$ cat src/rtl/alu_pkg.sv
// Shared ALU definitions: operation codes, FSM state encoding and the result-flag bundle.
// Used by the sequential ALU and by the UART/ALU bridge.
package alu_pkg;

    localparam logic [5:0] OP_ADD   = 6'b100000;
    localparam logic [5:0] OP_SUB   = 6'b100010;
    localparam logic [5:0] OP_AND   = 6'b100100;
    localparam logic [5:0] OP_OR    = 6'b100101;
    localparam logic [5:0] OP_XOR   = 6'b100110;
    localparam logic [5:0] OP_NOR   = 6'b100111;
    localparam logic [5:0] OP_SLT   = 6'b101010;
    localparam logic [5:0] OP_SLTU  = 6'b101011;
    localparam logic [5:0] OP_SLL   = 6'b000000;
    localparam logic [5:0] OP_SRL   = 6'b000010;
    localparam logic [5:0] OP_SRA   = 6'b000011;
    localparam logic [5:0] OP_MULTU = 6'b011001;

    localparam logic [1:0] ST_IDLE = 2'd0;
    localparam logic [1:0] ST_BUSY = 2'd1;
    localparam logic [1:0] ST_DONE = 2'd2;

    typedef struct packed {
        logic carry;
        logic zero;
        logic ovf;
        logic neg;
        logic err;
    } alu_flags_t;

endpackage

$ cat src/rtl/alu_seq_if.sv
// Operand/result handshake bundle of the sequential ALU.
// The master offers operands and consumes results; the slave is the ALU.
interface alu_seq_if #(
    parameter int NB_DATA = 8,
    parameter int NB_OP   = 6
);
    logic [NB_DATA-1:0] i_data_a;
    logic [NB_DATA-1:0] i_data_b;
    logic [NB_OP-1:0]   i_op;
    logic               i_valid;
    logic               o_in_ready;
    logic [NB_DATA-1:0] o_data;
    logic [NB_DATA-1:0] o_data_hi;
    logic               o_carry;
    logic               o_zero;
    logic               o_ovf;
    logic               o_neg;
    logic               o_err;
    logic               o_valid;
    logic               i_out_ready;

    modport master (
        output i_data_a, i_data_b, i_op, i_valid, i_out_ready,
        input  o_in_ready, o_data, o_data_hi, o_carry, o_zero, o_ovf, o_neg, o_err, o_valid
    );

    modport slave (
        input  i_data_a, i_data_b, i_op, i_valid, i_out_ready,
        output o_in_ready, o_data, o_data_hi, o_carry, o_zero, o_ovf, o_neg, o_err, o_valid
    );
endinterface

$ cat src/rtl/alu_multu.sv
// Unsigned shift-add multiplier, one multiplier bit per cycle.
// The start cycle already performs the first step, so the product is ready NB_DATA cycles after start.
module alu_multu #(
    parameter int NB_DATA = 8
) (
    input  logic                   i_clk,
    input  logic                   i_reset,
    input  logic                   i_start,
    input  logic [NB_DATA-1:0]     i_a,
    input  logic [NB_DATA-1:0]     i_b,
    output logic                   o_busy,
    output logic                   o_done,
    output logic [2*NB_DATA-1:0]   o_product
);
    localparam int NB_CNT = $clog2(NB_DATA + 1);

    logic [2*NB_DATA-1:0] mcand_q, mcand_d, mcand_src;
    logic [2*NB_DATA-1:0] acc_q, acc_d, acc_src;
    logic [NB_DATA-1:0]   mplier_q, mplier_d, mplier_src;
    logic [NB_CNT-1:0]    cnt_q, cnt_d;
    logic                 done_q, done_d;
    logic                 step;

    always_comb begin
        // NOTE: every signal gets a default first so no path leaves it unassigned (no latch).
        mcand_d  = mcand_q;
        acc_d    = acc_q;
        mplier_d = mplier_q;
        cnt_d    = cnt_q;
        done_d   = 1'b0;

        mcand_src  = i_start ? {{NB_DATA{1'b0}}, i_a} : mcand_q;
        mplier_src = i_start ? i_b : mplier_q;
        acc_src    = i_start ? '0 : acc_q;
        step       = i_start || (cnt_q != '0);

        if (step) begin
            acc_d    = mplier_src[0] ? (acc_src + mcand_src) : acc_src;
            mcand_d  = mcand_src << 1;
            mplier_d = mplier_src >> 1;
            cnt_d    = i_start ? NB_CNT'(NB_DATA - 1) : (cnt_q - NB_CNT'(1));
            done_d   = (cnt_d == '0);
        end
    end

    // NOTE: sequential state is written with non-blocking assignments only.
    always_ff @(posedge i_clk or posedge i_reset) begin
        if (i_reset) begin
            mcand_q  <= '0;
            acc_q    <= '0;
            mplier_q <= '0;
            cnt_q    <= '0;
            done_q   <= 1'b0;
        end else begin
            mcand_q  <= mcand_d;
            acc_q    <= acc_d;
            mplier_q <= mplier_d;
            cnt_q    <= cnt_d;
            done_q   <= done_d;
        end
    end

    assign o_busy    = (cnt_q != '0);
    assign o_done    = done_q;
    assign o_product = acc_q;

endmodule

$ cat src/rtl/alu_seq.sv
// Sequential ALU: single-cycle logic/arithmetic/shift ops plus a multi-cycle unsigned multiply,
// with a valid/ready handshake on both the operand and the result side.
module alu_seq
    import alu_pkg::*;
#(
    parameter int NB_DATA = 8,
    parameter int NB_OP   = 6
) (
    input  logic      i_clk,
    input  logic      i_reset,
    alu_seq_if.slave  bus
);
    localparam int NB_SHAMT = $clog2(NB_DATA);

    logic [1:0]           state_q, state_d;
    logic [NB_DATA-1:0]   data_q, data_d;
    logic [NB_DATA-1:0]   data_hi_q, data_hi_d;
    alu_flags_t           flags_q, flags_d;

    logic [NB_DATA-1:0]   alu_res;
    alu_flags_t           alu_flags;
    logic [NB_DATA:0]     wide;
    logic [NB_SHAMT-1:0]  shamt;

    logic                 accept;
    logic                 mul_start;
    logic                 mul_busy;
    logic                 mul_done;
    logic [2*NB_DATA-1:0] mul_product;

    assign accept    = bus.i_valid && bus.o_in_ready;
    assign mul_start = accept && (bus.i_op == NB_OP'(OP_MULTU));

    // The multiplier captures A and B itself on the accept edge.
    alu_multu #(.NB_DATA(NB_DATA)) u_multu (
        .i_clk     (i_clk),
        .i_reset   (i_reset),
        .i_start   (mul_start),
        .i_a       (bus.i_data_a),
        .i_b       (bus.i_data_b),
        .o_busy    (mul_busy),
        .o_done    (mul_done),
        .o_product (mul_product)
    );

    // Single-cycle datapath, evaluated on the offered operands so the result lands on the accept edge.
    always_comb begin
        alu_res   = '0;
        alu_flags = '0;
        wide      = '0;
        shamt     = bus.i_data_b[NB_SHAMT-1:0];

        case (bus.i_op)
            NB_OP'(OP_ADD): begin
                wide            = {1'b0, bus.i_data_a} + {1'b0, bus.i_data_b};
                alu_res         = wide[NB_DATA-1:0];
                alu_flags.carry = wide[NB_DATA];
                alu_flags.ovf   = (bus.i_data_a[NB_DATA-1] == bus.i_data_b[NB_DATA-1]) &&
                                  (wide[NB_DATA-1] != bus.i_data_a[NB_DATA-1]);
            end
            NB_OP'(OP_SUB): begin
                wide            = {1'b0, bus.i_data_a} - {1'b0, bus.i_data_b};
                alu_res         = wide[NB_DATA-1:0];
                alu_flags.carry = wide[NB_DATA];
                alu_flags.ovf   = (bus.i_data_a[NB_DATA-1] != bus.i_data_b[NB_DATA-1]) &&
                                  (wide[NB_DATA-1] != bus.i_data_a[NB_DATA-1]);
            end
            NB_OP'(OP_AND):  alu_res = bus.i_data_a & bus.i_data_b;
            NB_OP'(OP_OR):   alu_res = bus.i_data_a | bus.i_data_b;
            NB_OP'(OP_XOR):  alu_res = bus.i_data_a ^ bus.i_data_b;
            NB_OP'(OP_NOR):  alu_res = ~(bus.i_data_a | bus.i_data_b);
            NB_OP'(OP_SLT):  alu_res = NB_DATA'($signed(bus.i_data_a) < $signed(bus.i_data_b));
            NB_OP'(OP_SLTU): alu_res = NB_DATA'(bus.i_data_a < bus.i_data_b);
            NB_OP'(OP_SLL):  alu_res = bus.i_data_a << shamt;
            NB_OP'(OP_SRL):  alu_res = bus.i_data_a >> shamt;
            NB_OP'(OP_SRA):  alu_res = $unsigned($signed(bus.i_data_a) >>> shamt);
            NB_OP'(OP_MULTU): alu_res = '0;
            default:         alu_flags.err = 1'b1;
        endcase

        alu_flags.zero = (alu_res == '0);
        alu_flags.neg  = alu_res[NB_DATA-1];
    end

    // Result registers move only when DONE is entered.
    always_comb begin
        state_d   = state_q;
        data_d    = data_q;
        data_hi_d = data_hi_q;
        flags_d   = flags_q;

        case (state_q)
            ST_IDLE: begin
                if (mul_start) begin
                    state_d = ST_BUSY;
                end else if (accept) begin
                    state_d   = ST_DONE;
                    data_d    = alu_res;
                    data_hi_d = '0;
                    flags_d   = alu_flags;
                end
            end
            ST_BUSY: begin
                if (mul_done) begin
                    state_d                = ST_DONE;
                    {data_hi_d, data_d}    = mul_product;
                    flags_d                = '0;
                    flags_d.zero           = (mul_product == '0);
                    flags_d.neg            = mul_product[2*NB_DATA-1];
                end
            end
            ST_DONE: begin
                if (bus.i_out_ready) begin
                    state_d = ST_IDLE;
                end
            end
            default: state_d = ST_IDLE;
        endcase
    end

    always_ff @(posedge i_clk or posedge i_reset) begin
        if (i_reset) begin
            state_q   <= ST_IDLE;
            data_q    <= '0;
            data_hi_q <= '0;
            flags_q   <= '0;
        end else begin
            state_q   <= state_d;
            data_q    <= data_d;
            data_hi_q <= data_hi_d;
            flags_q   <= flags_d;
        end
    end

    assign bus.o_in_ready = (state_q == ST_IDLE) && !mul_busy;
    assign bus.o_valid    = (state_q == ST_DONE);
    assign bus.o_data     = data_q;
    assign bus.o_data_hi  = data_hi_q;
    assign bus.o_carry    = flags_q.carry;
    assign bus.o_zero     = flags_q.zero;
    assign bus.o_ovf      = flags_q.ovf;
    assign bus.o_neg      = flags_q.neg;
    assign bus.o_err      = flags_q.err;

endmodule

$ cat src/flat_wrapper.sv
// flat-port wrapper written by rule: the top's interface ports become plain ports
module alu_seq_flat import alu_pkg::*;
#(
    parameter int NB_DATA = 8,
    parameter int NB_OP   = 6
)
  (i_clk, i_reset, bus_i_data_a, bus_i_data_b, bus_i_op, bus_i_valid, bus_i_out_ready, bus_o_in_ready, bus_o_data, bus_o_data_hi, bus_o_carry, bus_o_zero, bus_o_ovf, bus_o_neg, bus_o_err, bus_o_valid);
  alu_seq_if #(.NB_DATA(NB_DATA), .NB_OP(NB_OP)) bus_i ();
  input  logic i_clk;
  input  logic i_reset;
  input wire logic [$bits(bus_i.i_data_a)-1:0] bus_i_data_a;
  input wire logic [$bits(bus_i.i_data_b)-1:0] bus_i_data_b;
  input wire logic [$bits(bus_i.i_op)-1:0] bus_i_op;
  input wire logic [$bits(bus_i.i_valid)-1:0] bus_i_valid;
  input wire logic [$bits(bus_i.i_out_ready)-1:0] bus_i_out_ready;
  output wire logic [$bits(bus_i.o_in_ready)-1:0] bus_o_in_ready;
  output wire logic [$bits(bus_i.o_data)-1:0] bus_o_data;
  output wire logic [$bits(bus_i.o_data_hi)-1:0] bus_o_data_hi;
  output wire logic [$bits(bus_i.o_carry)-1:0] bus_o_carry;
  output wire logic [$bits(bus_i.o_zero)-1:0] bus_o_zero;
  output wire logic [$bits(bus_i.o_ovf)-1:0] bus_o_ovf;
  output wire logic [$bits(bus_i.o_neg)-1:0] bus_o_neg;
  output wire logic [$bits(bus_i.o_err)-1:0] bus_o_err;
  output wire logic [$bits(bus_i.o_valid)-1:0] bus_o_valid;
  assign bus_i.i_data_a = bus_i_data_a;
  assign bus_i.i_data_b = bus_i_data_b;
  assign bus_i.i_op = bus_i_op;
  assign bus_i.i_valid = bus_i_valid;
  assign bus_i.i_out_ready = bus_i_out_ready;
  assign bus_o_in_ready = bus_i.o_in_ready;
  assign bus_o_data = bus_i.o_data;
  assign bus_o_data_hi = bus_i.o_data_hi;
  assign bus_o_carry = bus_i.o_carry;
  assign bus_o_zero = bus_i.o_zero;
  assign bus_o_ovf = bus_i.o_ovf;
  assign bus_o_neg = bus_i.o_neg;
  assign bus_o_err = bus_i.o_err;
  assign bus_o_valid = bus_i.o_valid;
  alu_seq #(.NB_DATA(NB_DATA), .NB_OP(NB_OP)) u_core (.i_clk(i_clk), .i_reset(i_reset), .bus(bus_i));
endmodule
$ cat config.mk
export PLATFORM = sky130hd
export DESIGN_NAME = alu_seq_flat
export DESIGN_NICKNAME = d
export VERILOG_FILES = /design/src/rtl/alu_pkg.sv /design/src/rtl/alu_seq_if.sv /design/src/rtl/alu_multu.sv /design/src/rtl/alu_seq.sv /design/src/flat_wrapper.sv
export SDC_FILE = /design/constraint.sdc
export NUM_CORES = 1
export LEC_CHECK = 0
export BUFFER_PORTS_ARGS = -buffer_cell sky130_fd_sc_hd__buf_2
export CAP_MARGIN = 20
export CORE_MARGIN = 2
export CORE_UTILIZATION = 60
export DETAILED_ROUTE_END_ITERATION = 12
export PLACE_DENSITY = 0.8
export SYNTH_ARGS = -nofsm -noshare
export SYNTH_HDL_FRONTEND = slang
export SYNTH_SLANG_ARGS = --single-unit
$ cat constraint.sdc
create_clock -name i_clk -period 9.4 [get_ports i_clk]
set_input_delay 2.82 -clock i_clk [delete_from_list [all_inputs] [get_ports i_clk]]
set_output_delay 2.82 -clock i_clk [all_outputs]
set_load 0.03 [all_outputs]
==> impl_metrics.csv <==
group,metric,value,unit
outcome,status,"finished, final reports clean",
synthesis,synth.top_cell.area_share,29.82,%
timing,rsz0062_at_grt,"no",
clocking,insertion_delay,0.34,ns
layout,nets,743,
detailed_routing,finalWirelength,14820,µm
clocking,cts_resized,0,
placed_design,portBuffers,48,
timing,hold_ws,0.4667,ns
setup_path,reg2reg_depth,14,
clocking,clockRootBuffer,"clkbuf_8",
layout,antennaDiodeCount,0,
grt,antenna_found_initial,0,
setup_path,crit_required,9.62,ns
grt,grt.total_usage,31.02,%
setup_path,cp-start-kind,"primary input",
layout,instances_no_fill,789,
layout,drive_gt1_share,15.19,%
synthesis,synth_area_leaders,"dfrtp_1 (30%), ha_1 (9.3%), nand2_1 (5.2%)",
clocking,tritoncts,"built",
timing,max-slew-margin-rel,24.96,%
synthesis,synth_edf_count,0,
die,die_y,100.1,µm
timing,min_period,6.717,ns
grt,grt_overflow_total,0,
pwr,ir_worst_vdd,0.1657,mV
die,die_area,10020,µm²
synthesis,synth.most_common_cell,"nand2_1",
synthesis,ys_warn_count,0,
setup_path,crit_path_end,"u_core.u_multu.o_product[13]",
run,timing.max_cap.violations,0,
die,core,9109,µm²
synthesis,netlist_area,5539,µm²
clocking,clock-sinks,66,
detailed_routing,dr.pass1.iters,7,
timing,timing.setup.tns,0,ns
placed_design,globalplace.congestion,1.103,
synthesis,async_flop_share,100.0,%
synthesis,postSynthAreaPerCell,8.601,µm²
synthesis,synth-seq-area-share,29.82,%
die,rows,35,
pwr,power.density,185.7,nW/µm²
synthesis,yosys-top-cells-count,"nand2_1 (76), dfrtp_1 (66), o21ai_0 (43)",
grt,grt_max_degree,67,
clocking,cts_hold_buf,0,
timing,min_period_over_period,71.46,%
setup_path,cp_slowest_stage_delay,0.56,ns
setup_path,crit_slowest_cell,"buf_2",
detailed_routing,wl_per_cell,18.78,µm
setup_path,critical_path_class,"in2reg",
synthesis,synth_cell_types,69,
timing,drv_slew,0,
timing,worst_pin_slew,1.126,ns
clocking,post_cts_buffers,0,
setup_path,r2r_start,"u_core.u_multu.cnt_q[0]",
detailed_routing,ant_nets,0,
setup_path,crit_buf_inv,3,
setup_path,worst_setup_path_end_kind,"flop",
setup_path,crit_start,"bus_i_op[0]",
setup_path,path_max_fanout,34,
placed_design,place_inst,773,
placed_design,place_ws,2.400,ns
pwr,p_leak,2.941,nW
timing,fin_skew,0.01007,ns
clocking,cts_htree_levels,3,
grt,grt_pass1_wl,24530,µm
detailed_routing,drt_iter0_drc,402,
synthesis,synth_area_leader_cell,"dfrtp_1",
clocking,clk_pin_slew,0.07,ns
die,fp.dieW,100.1,µm
timing,setup_viol,0,
die,start_util,60.81,%
clocking,cts_max_path_buffers,2,
grt,grt_pass1_vias,4909,
layout,syn_to_final_growth,8.313,%
setup_path,path_depth,15,
worst_hold_path,holdCritPathClass,"reg2reg",
synthesis,syn_nets,714,
synthesis,yosys_most_used_dff,"dfrtp_1",
timing,hold_viol,0,
setup_path,crit_family,"simple AND/OR/NAND/NOR gates",
synthesis,synth_seq_cells,66,
detailed_routing,drcViolationCount,0,
setup_path,crit_arrival,6.94,ns
timing,finalWorstSetupSlack,2.683,ns
setup_path,rrSetupSlack,4.64,ns
detailed_routing,routed_via_density,6.464,
die,io_pins,49,
synthesis,syn_inst,644,
worst_hold_path,hp-start,"u_core.bus.o_data_hi[3]",
placed_design,hpwl,11100,µm
setup_path,crit_chain,"buf_2, nand3_1, or4_4, nor4_4, buf_4, mux2i_1, inv_1, ha_1, a211oi_1, o21a_1, or3_1, a31oi_1, o21ai_0, or3b_2, a32o_1",
setup_path,r2r-end,"u_core.u_multu.o_product[13]",
timing,fmax,148.9,MHz
detailed_routing,via_count,5100,
clocking,numCtsBuffers,9,
cells in the final DEF (no fill, tap or decap), types with 17 or more instances in the layout:
cell type | Yosys | routed
nand2_1 | 76 | 76
o21ai_0 | 43 | 43
ha_1 | 41 | 41
dfrtp_1 | 66 | 66
buf_2 | 14 | 48
nor2b_1 | 30 | 30
mux2_2 | 17 | 17
a21oi_1 | 37 | 37
nor2_1 | 29 | 29
inv_1 | 35 | 34
worst min-delay path: stages (launching register included):
cell     delay, ns
dfrtp_1       0.34
nand2_1       0.05
nand2_1       0.04
routing by layer:
layer  global-route usage (%)  routed length, µm  vias to the layer above
li1                         -                  -                     2409
met2                    48.86               6680                      230
met3                    7.103               1162                       33
met4                    8.641                319                        0
met5                        0                  0                        -
met1                    43.35               6652                     2428
how the worst min path moves through the flow:
| stage | slack [ns] | endpoint | cells past startpoint |
|---|---|---|---|
| after global routing | 0.49 | u_core.bus.o_data[3] | 1 |
| after CTS | 0.47 | u_core.bus.o_data_hi[3] | 2 |
| final | 0.47 | u_core.bus.o_data_hi[3] | 2 |
| after global placement | 0.45 | u_core.bus.o_data_hi[1] | 2 |
| after floorplan | 0.45 | u_core.u_multu.mplier_q[2] | 2 |
| after detailed placement | 0.45 | u_core.bus.o_data_hi[3] | 2 |
flip-flops by register name, summed over array words and instances, names as in the netlist, 2 cells and up, named ones only:
register and flops:
u_core.u_multu.mcand_q 15, u_core.u_multu.o_product 15, u_core.bus.o_data 8, u_core.bus.o_data_hi 8, u_core.u_multu.mplier_q 7, u_core.u_multu.cnt_q 4
u_core.state_q 2
kinds of logic (layout without fill, tap and decap cells):
group	Yosys count	in the layout	share of synthesized area, %
DFF	66	66	29.82
buffers and inverters	67	101	5.128
adders and majority gates	44	44	10.35
other	1	1	0.06770
AOI/OAI and AO/OA	181	181	21.73
xor gates and xnor gates	11	11	1.739
muxes	41	41	9.600
and+or+nand+nor	233	233	21.57
through the flow:
step | area (µm²) | total power [mW] | utilization, %
6_report | 6000 | 1.114 | 65.87
5_1_grt | 6000 | 1.186 | 65.87
4_1_cts | 6000 | 1.115 | 65.87
3_5_place_dp | 5781 | 0.8471 | 63.46
3_3_place_gp | 5781 | 0.8282 | 63.46
2_1_floorplan | 5539 | 0.7279 | -
power breakdown:
group / switching (mW) / internal [mW]
Clock: 0.107 / 0.156
Combinational: 0.278 / 0.175
Sequential: 0.0481 / 0.349
area by class of cell:
class / count / area, µm²
clock buffer: 11 / 141.4
timing repair buffer: 50 / 255.2
fill: 802 / 3109
tap: 111 / 138.9
multi-input combinational: 511 / 3603
inverter: 35 / 131.4
sequential: 66 / 1652
clock inverter: 5 / 77.57
Note: power is estimated with default switching activity, not from simulation.
